`src/rtl/adc_frame_averager.sv`:
```
// adc_frame_averager
// Block-averages 2^LOG2_N consecutive sample pairs from the dual-channel ADC
// controller with round-half-up rounding. One averaged pair per block is held
// in a single-entry valid/ready output slot. A finished block that finds the
// slot still occupied is dropped and raises a sticky overrun flag.
module adc_frame_averager #(
    parameter int unsigned DATA_W = 12,
    parameter int unsigned LOG2_N = 3
) (
    input  logic              clk_20M,
    input  logic              reset,
    input  logic [DATA_W-1:0] pdata1,
    input  logic [DATA_W-1:0] pdata2,
    input  logic              new_Data,
    input  logic              clear,
    output logic [DATA_W-1:0] avg1,
    output logic [DATA_W-1:0] avg2,
    output logic              avg_valid,
    input  logic              avg_ready,
    output logic              overrun,
    output logic [LOG2_N-1:0] sample_cnt
);

    localparam int unsigned ACC_W = DATA_W + LOG2_N;
    localparam int unsigned SUM_W = ACC_W + 1;

    localparam logic [SUM_W-1:0] HALF    = SUM_W'(1) << (LOG2_N - 1);
    localparam logic [SUM_W-1:0] MAX_RES = {{(SUM_W-DATA_W){1'b0}}, {DATA_W{1'b1}}};

    logic              nd_q,      nd_d;
    logic [ACC_W-1:0]  acc1_q,    acc1_d;
    logic [ACC_W-1:0]  acc2_q,    acc2_d;
    logic [LOG2_N-1:0] cnt_q,     cnt_d;
    logic [DATA_W-1:0] avg1_q,    avg1_d;
    logic [DATA_W-1:0] avg2_q,    avg2_d;
    logic              valid_q,   valid_d;
    logic              overrun_q, overrun_d;

    logic              accept;
    logic              xfer;
    logic              last_sample;
    logic [SUM_W-1:0]  sum1, sum2;
    logic [SUM_W-1:0]  rnd1, rnd2;
    logic [DATA_W-1:0] res1, res2;

    // Block sums including the current sample, rounded and saturated
    always_comb begin
        sum1 = {1'b0, acc1_q} + {{(SUM_W-DATA_W){1'b0}}, pdata1};
        sum2 = {1'b0, acc2_q} + {{(SUM_W-DATA_W){1'b0}}, pdata2};
        rnd1 = (sum1 + HALF) >> LOG2_N;
        rnd2 = (sum2 + HALF) >> LOG2_N;
        res1 = (rnd1 > MAX_RES) ? '1 : rnd1[DATA_W-1:0];
        res2 = (rnd2 > MAX_RES) ? '1 : rnd2[DATA_W-1:0];
    end

    // Next-state: edge-detected accept, accumulation, output slot and overrun
    always_comb begin
        nd_d      = new_Data;
        acc1_d    = acc1_q;
        acc2_d    = acc2_q;
        cnt_d     = cnt_q;
        avg1_d    = avg1_q;
        avg2_d    = avg2_q;
        valid_d   = valid_q;
        overrun_d = overrun_q;

        accept      = new_Data & ~nd_q;
        xfer        = valid_q & avg_ready;
        last_sample = (cnt_q == '1);

        if (xfer) begin
            valid_d = 1'b0;
        end

        if (clear) begin
            acc1_d    = '0;
            acc2_d    = '0;
            cnt_d     = '0;
            overrun_d = 1'b0;
        end else if (accept) begin
            if (last_sample) begin
                acc1_d = '0;
                acc2_d = '0;
                cnt_d  = '0;
                // Slot is free if empty or being emptied this very cycle
                if (!valid_q || xfer) begin
                    avg1_d  = res1;
                    avg2_d  = res2;
                    valid_d = 1'b1;
                end else begin
                    overrun_d = 1'b1;
                end
            end else begin
                acc1_d = acc1_q + {{LOG2_N{1'b0}}, pdata1};
                acc2_d = acc2_q + {{LOG2_N{1'b0}}, pdata2};
                cnt_d  = cnt_q + 1'b1;
            end
        end
    end

    // State registers with asynchronous reset
    always_ff @(posedge clk_20M or posedge reset) begin
        if (reset) begin
            nd_q      <= 1'b0;
            acc1_q    <= '0;
            acc2_q    <= '0;
            cnt_q     <= '0;
            avg1_q    <= '0;
            avg2_q    <= '0;
            valid_q   <= 1'b0;
            overrun_q <= 1'b0;
        end else begin
            nd_q      <= nd_d;
            acc1_q    <= acc1_d;
            acc2_q    <= acc2_d;
            cnt_q     <= cnt_d;
            avg1_q    <= avg1_d;
            avg2_q    <= avg2_d;
            valid_q   <= valid_d;
            overrun_q <= overrun_d;
        end
    end

    assign avg1       = avg1_q;
    assign avg2       = avg2_q;
    assign avg_valid  = valid_q;
    assign overrun    = overrun_q;
    assign sample_cnt = cnt_q;

endmodule
```
`config.mk`:
```
export PLATFORM = sky130hd
export DESIGN_NAME = adc_frame_averager
export DESIGN_NICKNAME = d
export VERILOG_FILES = /design/src/rtl/adc_frame_averager.sv
export SDC_FILE = /design/constraint.sdc
export NUM_CORES = 1
export LEC_CHECK = 0
export ABC_CLOCK_PERIOD_IN_PS = 2950
export BUFFER_PORTS_ARGS = -buffer_cell sky130_fd_sc_hd__buf_2
export CAP_MARGIN = 20
export CORE_MARGIN = 2
export CORE_UTILIZATION = 60
export DETAILED_ROUTE_END_ITERATION = 8
export PLACE_DENSITY = 0.83
export SYNTH_ARGS = -nofsm -noshare
export SYNTH_HDL_FRONTEND = slang
export SYNTH_SLANG_ARGS = --single-unit
```
`constraint.sdc`:
```
create_clock -name clk_20M -period 2.95 [get_ports clk_20M]
set_input_delay 0.4425 -clock clk_20M [delete_from_list [all_inputs] [get_ports clk_20M]]
set_output_delay 0.4425 -clock clk_20M [all_outputs]
set_load 0.05 [all_outputs]
```
# After elaboration in Yosys (flattened, before gate mapping)
# Cells that the tools add are included.
# W data, S select, Z words.
# classes
n_mux	20
n_lt_le_gt_ge	2
n_addsub	7
reduce_logical	6
n_eq_ne	2
n_bitwise	4
# op_table
operator	count
$mux W15	6
$add A15 B12 Y16	2
$add A16 B3 Y16 const B	2
$add A15 B12 Y15	2
$gt A13 B12 Y1 const B	2
$mux W12	2
$mux W1	9
$mux W3	3
$reduce_and A4 Y1	1
$reduce_bool A2 Y1	2
$add A3 B1 Y3 const B	1
$eq A3 B3 Y1 const B	1
$reduce_and A3 Y1	1
$and A1 B1 Y1	2
$ne A2 B2 Y1 const B	1
$not A1 Y1	2
$logic_not A1 Y1	1
$logic_or A1 B1 Y1	1
# totals
out_inout_bits	29
regBits	60
input_bits	29

# Depth between registers and ports, before layout
# depth
word_depth	6
ltp_mapped	11
mapped_depth_nobuf	11

# Worst setup path before layout
# Ideal clock, no wire load.
# synth_timing
path_kind	in2reg
start	input port pdata2[1]
end	register avg2_q[0], in the netlist avg2[0]
setup_slack_ns	0.294
stages	10
required_time_ns	2.816
n_path_buf	0
arrival_time_ns	2.521
setup_ns	0.134
path_cell_list	ha_1 > inv_1 > fa_1 > a21oi_1 > o311ai_2 > nand3_1 > nand2_1 > o41a_4 > a31oi_4 > a21oi_1
# synth_between
elab_chain_len	4
# synth_lines
item	line	rtl
start: declaration	13	input logic [DATA_W-1:0] pdata2,
$add A15 B12 Y16 (*)	49	sum2 = {1'b0, acc2_q} + {{(SUM_W-DATA_W){1'b0}}, pdata2};
$add A16 B3 Y16 (*)	51	rnd2 = (sum2 + HALF) >> LOG2_N;
$gt A13 B12 Y1	53	res2 = (rnd2 > MAX_RES) ? '1 : rnd2[DATA_W-1:0];
$mux W12 (*)	53	
end signal: assignment	118	avg2_q <= avg2_d;
end: declaration	35	logic [DATA_W-1:0] avg2_q, avg2_d;
# Every way passes the cells marked *; elsewhere a longest branch is shown, timed or not.
# A chain may end at the register's enable or synchronous reset.

# Final worst setup path
# layout_timing
start	register acc2_q[1]
end	register avg2_q[6], in the netlist avg2[6]
# layout_between
elab_chain_len	4
# layout_lines
item	line	rtl
start: declaration	32	logic [ACC_W-1:0] acc2_q, acc2_d;
start signal: assignment	106	acc2_q <= '0;
start signal: assignment	115	acc2_q <= acc2_d;
$add A15 B12 Y16 (*)	49	
$add A16 B3 Y16 (*)	51	
$gt A13 B12 Y1	53	
$mux W12 (*)	53	
# Marked as above.

==> out/qor.yml <==
critical_path:
  arrival_ns: 2.99
  start_kind: "flip-flop"
  reg2reg_from: "acc2_q[1]"
  r2r_setup_slack_ns: 0.17
  cp_max_fo: 10
  r2r_cells: 10
  worstSetupPathType: "flip-flop to flip-flop"
  crit_required_ns: 3.16
  worstPathCellList: "ha_1, inv_1, fa_1, a21oi_1, o311ai_2, nand3_1, nand2_1, o41a_4, a31oi_4, a21oi_1"
  crit_top_cell: "a21oi_1"
  cp-end-kind: "flip-flop"
  rr_endpoint: "avg2[6]"
  slowest_delay_ns: 0.42
  slowest_stage: "dfrtp_1"
drt:
  wirelength_microns: 11000
  remaining_drc_errors: 0
  vias_per_cell: 5.71
  drt_iter0_drc: 222
  ant_nets: 0
  wl_per_cell_microns: 15.5
  vias: 4041
  drt_pre_antenna_iters: 5
clock_tree:
  clock_latency_ns: 0.34
  postCtsSetupRepairBufs: 0
  clk_pin_slew_worst_paths_ns: 0.08
  cts_root_buf: "clkbuf_8"
  clock_path_buffers: 2
  cts_sinks: 60
  cts_tree: "built"
  htree_levels: 3
  cts_inserted_buffers: 9
yosys:
  ys_types: 68
  yosys_warnings: 0
  syn-num-nets: 633
  synth_edf_count: 0
  syn-cell-area_sq_um: 4860
  synth-seq-cells: 60
  synthCells: 540
  yosysSeqAreaShare_pct: 30.9
  avgSynthCellArea_sq_um: 8.99
  synthArstFlopShare_pct: 100
  synth_ff_type: "dfrtp_1"
worst_hold_path:
  hold_path_class: "input pin to asynchronous set/reset pin"
place:
  dp_hpwl_microns: 8280
  port_buffers: 57
  gp_congestion: 0.903
  pre_cts_ws_ns: -0.00587
  dp_cells: 692
  placed_area_sq_um: 5230
timing:
  setup_ws_ns: 0.171
  finalCriticalPeriod_ns: 2.78
  final_max_slew_viol_count: 0
  finalSetupViolCount: 0
  max_freq_mhz: 360
  clock_skew_ns: 0.00892
  worstMarginPinSlew_ns: 0.659
  whs_ns: 0.128
  hold_violations: 0
  slew_headroom_pct: 55.5
  rsz0062_at_grt: "no"
  fin_crit_sh_pct: 94.2
grt:
  antenna_found_initial: 0
  grt_pass1_vias: 4005
  grt_start_max_net_pins: 24
  grt_usage_pct: 26.3
  grt-ovfl-total: 0
  grt_pass1_wl_microns: 18400
die:
  ios: 58
  dieArea_sq_um: 8830
  die_h_microns: 94.0
  core_area_sq_um: 7770
  start_util_pct: 62.5
  die_w_microns: 94.0
  num_rows: 32
pwr:
  powerDensity_nw_per_um2: 757
  vdd_drop_max_v: 0.000381
  p_leak_nw: 2.73
  power_w: 0.00418
run:
  drv_cap: 0
cells_and_area:
  layoutNonFillerInstCount: 708
  drive_gt1_share_pct: 16.8
  area_growth_pct: 13.8
  final_area_sq_um: 5530
  diodes: 0
  finish.net_count: 694
status:
  status: "finished, final reports clean"
-- what timing repair did --
item,in CTS,in global routing
hold buffers,0,0
endpoints found under the setup margin,0,6
gates resized for setup,0,1
-- worst max-delay path, delay by kind of cell, from the launching register on --
| kind | cells | cell delay (ns) |
|---|---|---|
| buffers and inverters | 1 | 0.07 |
| AOI/OAI and AO/OA | 5 | 1.32 |
| adders and majority gates | 2 | 0.63 |
| DFF | 1 | 0.42 |
| and+or+nand+nor | 2 | 0.21 |
-- stage by stage --
stage / utilization, % / TNS, ns
3_3_place_gp: 67.3 / 0
2_1_floorplan: - / 0
3_5_place_dp: 67.3 / -0.0107
5_1_grt: 71.1 / 0
6_report: 71.1 / 0
4_1_cts: 71.0 / 0
-- routing by layer --
metal	up-vias	GRT usage (%)	share of wire [%]
li1	1980	-	-
met1	1936	34.9	45
met2	109	43.8	50
met3	16	4.98	4.7
met4	0	8.09	1.1
met5	-	0	0
-- flip-flops by register name, summed over array words and instances, names as in the netlist --
name        cells
nd_q            1
sample_cnt      3
acc1_q         15
avg2           12
acc2_q         15
avg1           12
overrun         1
avg_valid       1
-- worst max-delay path by stage --
stage | startpoint | end | slack (ns)
4_1_cts | acc1_q[1] | avg1[2] | 0.16
6_report | acc2_q[1] | avg2[6] | 0.17
3_5_place_dp | pdata1[1] | avg1[6] | -0.006
5_1_grt | acc2_q[1] | avg2[6] | 0.02
2_1_floorplan | pdata2[1] | avg2[0] | 0.29
3_3_place_gp | pdata1[1] | avg1[6] | 0.08
-- cells in the final DEF (no fill, tap or decap), types with 5 or more instances in the layout --
cell type / synthesis / final
a21oi_1: 31 / 31
a31oi_1: 10 / 10
buf_2: 5 / 57
buf_4: 0 / 11
bufinv_16: 0 / 5
clkbuf_8: 1 / 9
dfrtp_1: 60 / 60
fa_1: 14 / 14
ha_1: 50 / 50
inv_1: 55 / 54
nand2_1: 76 / 76
nand3_1: 7 / 7
nand4_1: 6 / 6
nor2_1: 34 / 33
nor2b_1: 12 / 12
nor3_1: 6 / 5
o211ai_1: 6 / 6
o21ai_0: 29 / 29
o21ai_1: 5 / 5
o21bai_1: 5 / 5
o31ai_1: 7 / 7
xnor2_1: 24 / 24
xor2_1: 15 / 15
-- cell type report --
type | instances | area [sq um]
clock buffer | 9 | 124
clock inverter | 7 | 163
fill | 611 | 2240
inverter | 56 | 210
multi-input combinational | 406 | 3030
sequential | 60 | 1500
tap | 102 | 128
timing repair buffer | 68 | 368
-- where the power goes --
part	switching, W	total [W]	internal, W
Clock	0.000354	0.00109	0.000731
Sequential	0.000116	0.00106	0.000944
Combinational	0.00119	0.00204	0.000849
Total	0.00166	0.00418	0.00252
-- cells in the mapped netlist (all sizes together) (2+ instances only) --
library cell / instances / area share [%]
a211o: 2 / 0.36
a211oi: 3 / 0.72
a21boi: 3 / 0.46
a21o: 4 / 0.62
a21oi: 32 / 3.5
a31oi: 11 / 1.7
a32o: 2 / 0.41
a41o: 2 / 0.41
buf: 9 / 1.4
clkbuf: 8 / 0.82
dfrtp: 60 / 31
fa: 14 / 5.8
ha: 50 / 13
inv: 56 / 4.3
nand2: 76 / 5.9
nand2b: 4 / 0.52
nand3: 7 / 0.72
nand3b: 4 / 0.62
nand4: 7 / 1.2
nor2: 34 / 2.6
nor2b: 12 / 1.5
nor3: 6 / 0.62
nor3b: 2 / 0.31
nor4: 2 / 0.26
o211a: 3 / 0.62
o211ai: 6 / 0.93
o21a: 2 / 0.31
o21ai: 35 / 3.8
o21bai: 5 / 0.77
o221ai: 2 / 0.36
o22ai: 2 / 0.54
o311ai: 3 / 0.70
o31ai: 8 / 1.3
o41a: 2 / 0.67
o41ai: 2 / 0.36
or3: 5 / 0.67
or4: 2 / 0.31
xnor2: 24 / 4.3
xor2: 15 / 2.7
-- cell families (layout without fill, tap and decap cells) --
logic type      after synthesis  count (layout)  share of synthesized area [%]
simple gates                165             165                           15.9
buf+inv                      74             140                           6.98
mux                           2               2                          0.438
compound gates              135             135                           19.9
xor+xnor                     39              39                           7.03
flops                        60              60                           30.9
fa+ha+maj                    65              65                           18.9
Note: power is estimated with default switching activity, not from simulation.
